## config.mk

```make
export PLATFORM = sky130hd
export DESIGN_NAME = dco_nco_bank
export DESIGN_NICKNAME = d
export VERILOG_FILES = /design/src/rtl/dco_pkg.sv /design/src/rtl/nco_channel.sv /design/src/rtl/dco_nco_bank.sv
export SDC_FILE = /design/constraint.sdc
export NUM_CORES = 1
export LEC_CHECK = 0
export BUFFER_PORTS_ARGS = -buffer_cell sky130_fd_sc_hd__buf_2
export CELL_PAD_IN_SITES_DETAIL_PLACEMENT = 1
export CELL_PAD_IN_SITES_GLOBAL_PLACEMENT = 1
export CORE_ASPECT_RATIO = 0.9
export CORE_MARGIN = 3
export CORE_UTILIZATION = 47
export CTS_CLUSTER_SIZE = 30
export DETAILED_ROUTE_END_ITERATION = 6
export PLACE_DENSITY_LB_ADDON = 0.05
export SYNTH_ARGS = -nofsm -noshare
export SYNTH_HDL_FRONTEND = slang
export SYNTH_SLANG_ARGS = --single-unit
```

## constraint.sdc

```tcl
create_clock -name clk -period 3 [get_ports clk]
set_input_delay 0.45 -clock clk [delete_from_list [all_inputs] [get_ports clk]]
set_output_delay 0.45 -clock clk [all_outputs]
set_load 0.02 [all_outputs]
```

## src/rtl/dco_pkg.sv

```systemverilog
// Shared constants for the NCO bank: output-mode encodings.
package dco_pkg;
    localparam logic [1:0] MODE_SQ    = 2'b00;
    localparam logic [1:0] MODE_PULSE = 2'b01;
    localparam logic [1:0] MODE_TOG   = 2'b10;
    localparam logic [1:0] MODE_OFF   = 2'b11;
endpackage

```

## src/rtl/nco_channel.sv

```systemverilog
// One phase-accumulator oscillator with a double-buffered tuning code that
// is only applied at a phase wrap (or immediately when the channel is stopped).
module nco_channel
    import dco_pkg::*;
#(
    parameter int CODE_W = 8,
    parameter int ACC_W  = 16
) (
    input  logic              clk,
    input  logic              rst_n,
    input  logic              ena,
    input  logic              wr_en,
    input  logic [CODE_W-1:0] code,
    input  logic [1:0]        mode,
    output logic              dco_out,
    output logic              wrap,
    output logic              pend
);
    logic [ACC_W-1:0]  acc_reg;
    logic [CODE_W-1:0] active_inc_reg;
    logic [CODE_W-1:0] pending_inc_reg;
    logic              toggle_reg;
    logic              dco_out_reg;
    logic              wrap_reg;
    logic              pend_reg;

    logic [ACC_W:0]    sum;
    logic              carry;
    logic [ACC_W-1:0]  acc_next;
    logic              toggle_next;
    logic              dco_next;
    logic              apply;

    always_comb begin
        sum         = {1'b0, acc_reg} + (ACC_W+1)'(active_inc_reg);
        carry       = sum[ACC_W];
        acc_next    = sum[ACC_W-1:0];
        toggle_next = toggle_reg ^ carry;
        // A stopped channel has no wrap to wait for, so it loads at once.
        apply       = carry || (active_inc_reg == '0);
        dco_next    = 1'b0;
        case (mode)
            MODE_SQ:    dco_next = acc_next[ACC_W-1];
            MODE_PULSE: dco_next = carry;
            MODE_TOG:   dco_next = toggle_next;
            default:    dco_next = 1'b0;
        endcase
    end

    always_ff @(posedge clk) begin
        if (!rst_n) begin
            acc_reg         <= '0;
            active_inc_reg  <= '0;
            pending_inc_reg <= '0;
            toggle_reg      <= 1'b0;
            dco_out_reg     <= 1'b0;
            wrap_reg        <= 1'b0;
            pend_reg        <= 1'b0;
        end else if (ena) begin
            acc_reg     <= acc_next;
            toggle_reg  <= toggle_next;
            wrap_reg    <= carry;
            dco_out_reg <= dco_next;
            if (apply) begin
                active_inc_reg <= pending_inc_reg;
                pend_reg       <= 1'b0;
            end
            // A write colliding with a wrap lands after the old code was applied.
            if (wr_en) begin
                pending_inc_reg <= code;
                pend_reg        <= 1'b1;
            end
        end
    end

    assign dco_out = dco_out_reg;
    assign wrap    = wrap_reg;
    assign pend    = pend_reg;
endmodule

```

## src/rtl/dco_nco_bank.sv

```systemverilog
// Bank of N_CH independent NCO channels sharing one code-write port and a
// global output mode.
module dco_nco_bank
    import dco_pkg::*;
#(
    parameter int CODE_W = 8,
    parameter int ACC_W  = 16,
    parameter int N_CH   = 2,
    localparam int SEL_W = (N_CH > 1) ? $clog2(N_CH) : 1
) (
    input  logic              clk,
    input  logic              rst_n,
    input  logic              ena,
    input  logic [CODE_W-1:0] code_in,
    input  logic [SEL_W-1:0]  ch_sel,
    input  logic              code_wr,
    input  logic [1:0]        mode,
    output logic [N_CH-1:0]   dco_out,
    output logic [N_CH-1:0]   wrap,
    output logic [N_CH-1:0]   pend
);
    genvar gi;
    generate
        for (gi = 0; gi < N_CH; gi++) begin : g_ch
            // Out-of-range selects match no channel and are dropped.
            nco_channel #(
                .CODE_W (CODE_W),
                .ACC_W  (ACC_W)
            ) u_ch (
                .clk     (clk),
                .rst_n   (rst_n),
                .ena     (ena),
                .wr_en   (code_wr && (ch_sel == SEL_W'(gi))),
                .code    (code_in),
                .mode    (mode),
                .dco_out (dco_out[gi]),
                .wrap    (wrap[gi]),
                .pend    (pend[gi])
            );
        end
    endgenerate
endmodule
```

==> impl_metrics.yaml, run 1 <==
logic_synthesis:
  yosysSeqAreaShare: 0.383
  yosys.cell_count.top_type: "dfxtp_1"
  synth_nets: 458
  synthMuxAreaShare: 0.0323
  yosys_warnings: 0
  ys_ff_latch: 72
  synth_commonest_cells: "dfxtp_1, nand2_1, nand3_1"
  synthArstFlopShare: 0
  synth_top_area_frac: 0.383
  synth-simple-area-share: 0.235
  synth.distinct_cells: 63
  synth_fa_ha_area_frac: 0.0639
  synth_compound_area_frac: 0.185
  yosys_most_used_dff: "dfxtp_1"
  netlist_area_um2: 3760
  synth_xor_area_frac: 0.0605
  synth_top_family_by_area: "simple AND/OR/NAND/NOR gates"
  synth_edf_count: 0
  synth_cells: 425
  syn-mean-instance-area_um2: 8.85
  yosys-top-cells-area: "dfxtp_1, nand2_1, ha_1"
  netlist.top_cell.by_area: "dfxtp_1"
sta:
  clock.fmax_mhz: 398
  whs_ps: 345
  drv_slew: 0
  period_needed_ps: 2510
  finClkSkew_ps: 8.50
  layout_setup_ws_ps: 488
  rsz0062_at_grt: "false"
  relSlewSlack: 0.574
  setup_tns_ps: 0
  hold_viol: 0
  worst_pin_slew_ps: 639
  fin_crit_sh: 0.837
  setup_viol: 0
global_route:
  grt_usage: 0.185
  antenna_found_initial: 0
  grt_pass1_wl_mm: 13.7
  grt_pass1_vias: 2890
  grt_max_degree: 59
  grt_overflow: 0
clock_tree:
  cts_hold_buffers: 0
  htreeDepth: 3
  clk_latency_ps: 360
  clock_path_buffers: 2
  clkTransAtPathRegs_ps: 80
  clock-sinks: 72
  cts_root_buffer: "clkbuf_8"
  cts_tree: "done"
  cts_setup_buffers: 0
  cts_buffers: 9
  cts_resized: 0
setup_path:
  required_ps: 3220
  worst-r2r-cell-count: 9
  worstReg2RegStart: "g_ch[0].u_ch.active_inc_reg[0]"
  cp-end-kind: "flip-flop"
  worstSetupPathType: "flip-flop to flip-flop"
  cp-start-kind: "flip-flop"
  crit_fanout: 16
  cp.arrival_ps: 2730
  reg2reg_slack_ps: 490
  r2r-end: "g_ch[0].u_ch.active_inc_reg[4]"
detailed_routing:
  drt_first_pass_iters: 4
  ant_nets: 0
  avgViaCountPerCell: 5.51
  via_count: 2946
  routedWlPerCell_um: 14.8
  drc: 0
  wirelength_mm: 7.93
  drtIter0Drc: 63
floorplan:
  rows: 30
  dieHeight_um: 90.9
  die_area_um2: 9110
  core-area_um2: 7660
  initial_core_util: 0.491
  die_w_um: 100
  io_pins: 21
finish:
  area_growth_pct: 9.35
  layout-drive-gt1-share: 0.125
  fin_util: 0.537
  seq_area_um2: 1440
  fin_nets: 468
  largest_register_ffs: 32
  n_antenna_cell: 0
  multiInputGateArea_um2: 2170
  fillers: 913
hold_path:
  worstHoldPathCells: 3
  hold_path.class: "input port to flip-flop"
  hp-start: "code_in[1]"
  whs_endpoint: "g_ch[0].u_ch.pending_inc_reg[1]"
place:
  dp_hpwl_mm: 5.69
  io_buffers: 20
  gp_congestion: 0.773
  dp_slack_ps: 519
power:
  ir_drop_mv: 0.256
  leakage_nw: 1.59
  total_power_mw: 1.98
  power.density_nw_per_um2: 481
job:
  timing.max_cap.violations: 0
run_status:
  status: "finished, final reports clean"
how the worst max path moves through the flow:
stage | from | to | slack (ps) | cells after the start
finish | g_ch[0].u_ch.active_inc_reg[0] | g_ch[0].u_ch.active_inc_reg[4] | 490 | 9
floorplan | g_ch[0].u_ch.active_inc_reg[0] | g_ch[0].u_ch.active_inc_reg[6] | 760 | 10
global route | g_ch[0].u_ch.active_inc_reg[0] | g_ch[0].u_ch.pend | 260 | 9
detailed placement | g_ch[0].u_ch.active_inc_reg[0] | g_ch[0].u_ch.pend | 520 | 9
CTS | g_ch[0].u_ch.active_inc_reg[0] | g_ch[0].u_ch.active_inc_reg[4] | 480 | 9
global placement | g_ch[0].u_ch.active_inc_reg[0] | g_ch[0].u_ch.pend | 610 | 9
per-stage QoR:
| step | area, µm² | std cells |
|---|---|---|
| after global placement | 3900 | 520 |
| after global routing | 4110 | 535 |
| after CTS | 4110 | 535 |
| after detailed placement | 3900 | 520 |
| final | 4110 | 535 |
| after floorplan | 3760 | 425 |
routing by layer:
layer | part of all wire | GRT usage | routed length [µm] | vias to the layer above
met3 | 0.037 | 0.0494 | 290 | 9
met2 | 0.46 | 0.292 | 3650 | 39
met1 | 0.49 | 0.248 | 3910 | 1393
li1 | - | - | - | 1505
met4 | 0.0095 | 0.0505 | 75 | 0
met5 | 0 | 0 | 0 | -
where the power goes:
group / internal, mW / switching [mW]
Combinational: 0.0498 / 0.0820
Sequential: 0.972 / 0.0104
Clock: 0.469 / 0.394
Total: 1.49 / 0.486
layout make-up:
class,count,share of cell area
Inverter,8,0.00730
Sequential cell,72,0.350
Clock buffer,9,0.0301
Clock inverter,6,0.0225
Multi-Input combinational cell,321,0.528
Timing Repair Buffer,23,0.0329
Tap cell,96,0.0292
critical path, cell delays in order, from the launching register on:
cell and delay (ps):
dfxtp_1 360, ha_1 180, inv_1 60, fa_1 400, and2b_1 230, o211ai_1 210, a2111oi_4 530, o21ai_4 200
nand3_1 130, o21ai_1 90
placed cells by master (no fill, tap or decap), types with 3 or more instances in the layout:
cell type / count
a21boi_1: 5
a21boi_0: 17
o21a_1: 3
xor2_1: 8
nand3_1: 22
o211ai_1: 3
xnor2_1: 18
or3_1: 5
or4_1: 4
ha_1: 16
a21oi_1: 12
o21ai_0: 13
nor3_1: 6
nor2_1: 11
nor2b_1: 16
dfxtp_1: 72
buf_2: 20
clkbuf_8: 9
inv_1: 8
nand4_1: 4
nand2_1: 66
and2_1: 14
mux2i_1: 11
nand3b_1: 3
a21o_1: 5
o21ai_1: 20
logic make-up after synthesis:
logic type,after synthesis
AND/OR/NAND/NOR,166
AO/OA/AOI/OAI,99
adder cells (fa/ha/maj),18
flip-flops,72
buffers and inverters,32
XOR/XNOR,26
multiplexers,12
No activity file was read; power rests on OpenSTA's default activity.
==> run 2: changes to the inputs <==
ABC_AREA = 1   (was unset)
CORE_UTILIZATION = 40   (was 47)
clock period = 2.15 ns   (was 3 ns; I/O delays follow)
==> run 2 against run 1 <==
  * Sequential power rose by 80%
  * Final area rose by 6.0%
  * Die area rose by 21%
  * Fmax rose by 22%
  * Critical endpoint is now g_ch[0].u_ch.active_inc_reg[0]
  * Core utilization fell by 7.0 points
  * Critical path depth rose by 6
  * Largest power group unchanged
  * Power rose by 120%
==> impl_metrics.yaml, run 2 <==
place:
  gp_congestion: 0.786
  io_buffers: 20
  dp_hpwl_mm: 7.34
logic_synthesis:
  synth_top_area_frac: 0.367
  yosysSeqAreaShare: 0.367
  yosys.cell_count.top_type: "nand2_1"
  synth.distinct_cells: 41
  synth_edf_count: 0
  netlist_area_um2: 3930
  synth_cells: 550
  netlist.top_cell.by_area: "dfxtp_1"
  yosys-top-cells-area: "dfxtp_1, nand2_1, nor2_1"
  ys_ff_latch: 72
  synth_commonest_cells: "nand2_1, nor2_1, dfxtp_1"
  synthArstFlopShare: 0
  yosys_warnings: 0
  syn-mean-instance-area_um2: 7.14
  synth_nets: 583
  yosys_most_used_dff: "dfxtp_1"
detailed_routing:
  via_count: 3488
  routedWlPerCell_um: 14.3
  avgViaCountPerCell: 4.99
  wirelength_mm: 10.0
  drtIter0Drc: 92
  ant_nets: 0
  drt_first_pass_iters: 4
  drc: 0
setup_path:
  cp-start-kind: "flip-flop"
  worstSetupPathType: "flip-flop to flip-flop"
  required_ps: 2400
  slowest_delay_ps: 380
  critPathBufInv: 4
  crit_fanout: 9
  cp_top_family: "simple AND/OR/NAND/NOR gates"
  reg2reg_slack_ps: 90
  worstPathCellList: "ha_4, inv_1, fa_2, inv_1, nand2_1, o21ai_4, nand2_2, nand2_4, nand2_4, inv_6, nand2_8, nand2_8, inv_8, nor2_2, nor2_1"
  cp-end-kind: "flip-flop"
  cp.arrival_ps: 2310
  slowest_stage: "dfxtp_2"
sta:
  setup_viol: 0
  finClkSkew_ps: 6.96
  whs_ps: 227
  relSlewSlack: 0.720
  drv_slew: 0
  worst_pin_slew_ps: 420
  clock.fmax_mhz: 485
  hold_viol: 0
  period_needed_ps: 2060
  fin_crit_sh: 0.960
finish:
  fin_nets: 605
  layout-drive-gt1-share: 0.166
  n_antenna_cell: 0
  final_common_cell: "nand2_1"
  area_growth_pct: 11.0
  largest_register_ffs: 32
  fillers: 1232
  seq_area_um2: 1440
  final_cell_mix: "nand2_1, nor2_1, dfxtp_1, inv_1, o21ai_0"
  multiInputGateArea_um2: 2170
floorplan:
  dieHeight_um: 100
  initial_core_util: 0.421
  io_pins: 21
  rows: 33
  die_area_um2: 11000
  die_w_um: 110
  core-area_um2: 9330
clock_tree:
  clkTransAtPathRegs_ps: 80
  clock_path_buffers: 2
  cts_hold_buffers: 0
  clock-sinks: 72
  cts_root_buffer: "clkbuf_8"
  cts_tree: "done"
  htreeDepth: 3
  clk_latency_ps: 350
  cts_buffers: 9
global_route:
  grt_pass1_vias: 3559
  antenna_found_initial: 0
  grt_max_degree: 42
  grt_usage: 0.186
  grt_pass1_wl_mm: 17.0
  grt_overflow: 0
power:
  leakage_nw: 2.07
  total_power_mw: 4.38
  power.density_nw_per_um2: 1000
  ir_drop_mv: 0.474
hold_path:
  hold_path.class: "input port to flip-flop"
job:
  timing.max_cap.violations: 0
run_status:
  status: "finished, final reports clean"
[run 2: cell types whose count changed after synthesis, sizes merged, moves of 5 or more]
cell | previous run | this run
or3 | 6 | 0
xnor2 | 18 | 0
nor2b | 16 | 0
a21oi | 14 | 32
nand2 | 66 | 117
nand3 | 22 | 38
a21boi | 22 | 0
nor2 | 11 | 97
and2 | 14 | 1
inv | 8 | 60
xor2 | 8 | 13
o21ai | 35 | 49
mux2i | 11 | 0
[run 2: layout make-up]
class                           instances  area share
Multi-Input combinational cell        397       0.498
Sequential cell                        72       0.331
Inverter                               63      0.0577
Timing Repair Buffer                   29      0.0385
Tap cell                              122      0.0350
Clock buffer                           10      0.0293
Clock inverter                          6      0.0103
[run 2: report_power, final]
part           internal, mW  switching (mW)
Sequential             1.56           0.208
Combinational         0.608            1.02
Clock                 0.423           0.559
Total                  2.59            1.79
[run 2: final timing paths]
kind	end	cells past startpoint	startpoint
worst max-delay path	g_ch[0].u_ch.active_inc_reg[0]	15	g_ch[0].u_ch.active_inc_reg[0]
worst min-delay path	g_ch[0].u_ch.pending_inc_reg[0]	3	code_in[0]
worst max register to register	g_ch[0].u_ch.active_inc_reg[0]	15	g_ch[0].u_ch.active_inc_reg[0]
worst min register to register	g_ch[1].u_ch.acc_reg[14]	2	g_ch[1].u_ch.acc_reg[14]
[run 2: metal layers]
| metal | up-vias | GRT usage | wire length [µm] |
|---|---|---|---|
| met3 | 15 | 0.0398 | 181 |
| met1 | 1644 | 0.228 | 4840 |
| met5 | - | 0 | 0 |
| met4 | 0 | 0.0559 | 152 |
| li1 | 1809 | - | - |
| met2 | 20 | 0.331 | 4830 |
[run 2: worst min-delay path, stage by stage]
cell    delay, ps
buf_2          90
nor2_1         40
nor2_1         90
[run 2: through the flow]
step / cells / cell area (µm²) / setup WS (ps) / utilization / setup TNS [ps]
6_report: 699 / 4360 / 86.6 / 0.467 / 0
5_1_grt: 699 / 4360 / -32.4 / 0.467 / -66.4
4_1_cts: 696 / 4310 / 3.80 / 0.462 / 0
3_5_place_dp: 680 / 4130 / -6.44 / 0.443 / -6.44
3_3_place_gp: 680 / 4130 / 143 / 0.443 / 0
2_1_floorplan: 550 / 3930 / 227 / - / 0
[run 2: kinds of logic after synthesis]
group,synth area share
flip-flops,0.367
AO/OA/AOI/OAI,0.125
XOR/XNOR,0.0290
adder cells (fa/ha/maj),0.0612
buffers and inverters,0.0895
AND/OR/NAND/NOR,0.328
[run 2: timing repair]
action / CTS / global route
pin swaps: 0 / 1
setup endpoints to repair: 1 / 14
cloned: 0 / 1
endpoints found under the hold margin: 0 / 0
setup buffers: 0 / 2
gates resized for setup: 1 / 6
==> run 3: changes to the inputs <==
ABC_AREA = unset   (was 1)
CORE_UTILIZATION = 42   (was 40)
RECOVER_POWER = 25   (was unset)
==> run 3 against run 2 <==
  * The flow now finishes with violations (setup timing)
  * Final area up 3.1%
  * Sequential power down 23%
  * Setup slack worse by 230 ps
  * Combinational power down 87%
  * Count of clock-buffer cells in the layout unchanged
  * Core utilization up 5.3 points
==> impl_metrics.yaml, run 3 (synthesized netlist as in run 1, its figures left out) <==
finish:
  area_growth_pct: 19.5
  final_cell_mix: "dfxtp_1, nand2_1, buf_4, o21ai_1, xnor2_1"
  n_antenna_cell: 0
  fin_area_um2: 4490
  final_common_cell: "dfxtp_1"
  fin_nets: 504
  layout-drive-gt1-share: 0.227
  largest_register_ffs: 32
  fillers: 1049
hold_path:
  hold_path.class: "input port to flip-flop"
clock_tree:
  clk_latency_ps: 360
  clock_path_buffers: 2
  clock-sinks: 72
  cts_buffers: 9
  clkTransAtPathRegs_ps: 90
  cts_hold_buffers: 0
  cts_tree: "done"
  cts_root_buffer: "clkbuf_8"
  htreeDepth: 3
run_status:
  violations: "setup timing"
  status: "complete, but fails checks"
floorplan:
  rows: 32
  dieHeight_um: 95.8
  initial_core_util: 0.435
  core-area_um2: 8650
  die_w_um: 106
  die_area_um2: 10100
  io_pins: 21
detailed_routing:
  drt_first_pass_iters: 4
  drtIter0Drc: 100
  routedWlPerCell_um: 14.8
  avgViaCountPerCell: 5.28
  ant_nets: 0
  wirelength_mm: 8.78
  drc: 0
  via_count: 3140
sta:
  setup_viol: 16
  relSlewSlack: 0.604
  drv_slew: 0
  worst_pin_slew_ps: 592
  fin_crit_sh: 1.07
  setup_tns_ps: -1620
  period_needed_ps: 2290
  hold_viol: 0
  finClkSkew_ps: 15.2
  clock.fmax_mhz: 436
  layout_setup_ws_ps: -142
  rsz0062_at_grt: "true"
setup_path:
  cp.arrival_ps: 2550
  cp-start-kind: "flip-flop"
  worstSetupPathType: "flip-flop to flip-flop"
  crit_fanout: 8
  required_ps: 2400
  cp-end-kind: "flip-flop"
power:
  total_power_mw: 2.62
  power.density_nw_per_um2: 583
  leakage_nw: 1.74
  ir_drop_mv: 0.264
global_route:
  grt_max_degree: 34
  grt_usage: 0.183
  grt_pass1_vias: 3141
  antenna_found_initial: 0
  grt_pass1_wl_mm: 15.0
  grt_overflow: 0
job:
  timing.max_cap.violations: 0
place:
  dp_hpwl_mm: 6.26
  gp_congestion: 0.776
  dpl_cell_area_um2: 4160
  io_buffers: 20
run 3: what timing repair did:
| item | in CTS | in global routing |
|---|---|---|
| buffers inserted | 5 | 4 |
| pin swaps | 18 | 8 |
| setup endpoints to repair | 15 | 33 |
| gates resized for setup | 5 | 16 |
| gates cloned | 1 | 0 |
run 3: final timing paths:
check | slack [ps] | cells after the start | start | endpoint
worst max-delay path | -140 | 10 | g_ch[0].u_ch.active_inc_reg[0] | g_ch[0].u_ch.pend
worst max register to register | -140 | 10 | g_ch[0].u_ch.active_inc_reg[0] | g_ch[0].u_ch.pend
worst min-delay path | 230 | 3 | code_in[4] | g_ch[1].u_ch.pending_inc_reg[4]
worst min register to register | 450 | 2 | g_ch[1].u_ch.pending_inc_reg[3] | g_ch[1].u_ch.active_inc_reg[3]
run 3: area by class of cell:
cell class	count	area [µm²]	area share
Clock buffer	10	138	0.0306
Inverter	8	30.0	0.00668
Multi-Input combinational cell	322	2290	0.509
Timing Repair Buffer	58	397	0.0883
Tap cell	119	149	0.0331
Clock inverter	6	48.8	0.0109
Sequential cell	72	1450	0.322
run 3: critical path: stages, from the launching register on:
cell,delay (ps)
dfxtp_2,360
ha_4,140
inv_2,30
fa_2,330
and2b_1,220
o211ai_1,170
a2111oi_4,380
buf_4,220
o21ai_4,130
a21oi_2,150
nor2b_1,50
run 3: where the power goes:
group	total [mW]	switching (mW)	leakage (nW)	internal, mW
Sequential	1.37	0.0159	0.584	1.36
Clock	1.03	0.565	0.0859	0.462
Combinational	0.218	0.129	1.07	0.0887
run 3: per-layer routing:
metal / up-vias / part of all wire / GRT usage / wire length, µm
met5: - / 0 / 0 / 0
met4: 0 / 0.0095 / 0.0518 / 83
met3: 8 / 0.031 / 0.0409 / 272
met2: 35 / 0.48 / 0.307 / 4190
met1: 1518 / 0.48 / 0.240 / 4230
li1: 1579 / - / - / -
run 3: per-stage QoR:
step           hold slack (ps)  setup WS, ps  instances   util
4_1_cts                    212          -109        591  0.511
3_5_place_dp               441          -243        569  0.481
3_3_place_gp               440          -217        569  0.481
5_1_grt                    215          -251        595  0.520
2_1_floorplan              421         -74.7        425      -
6_report                   225          -142        595  0.520
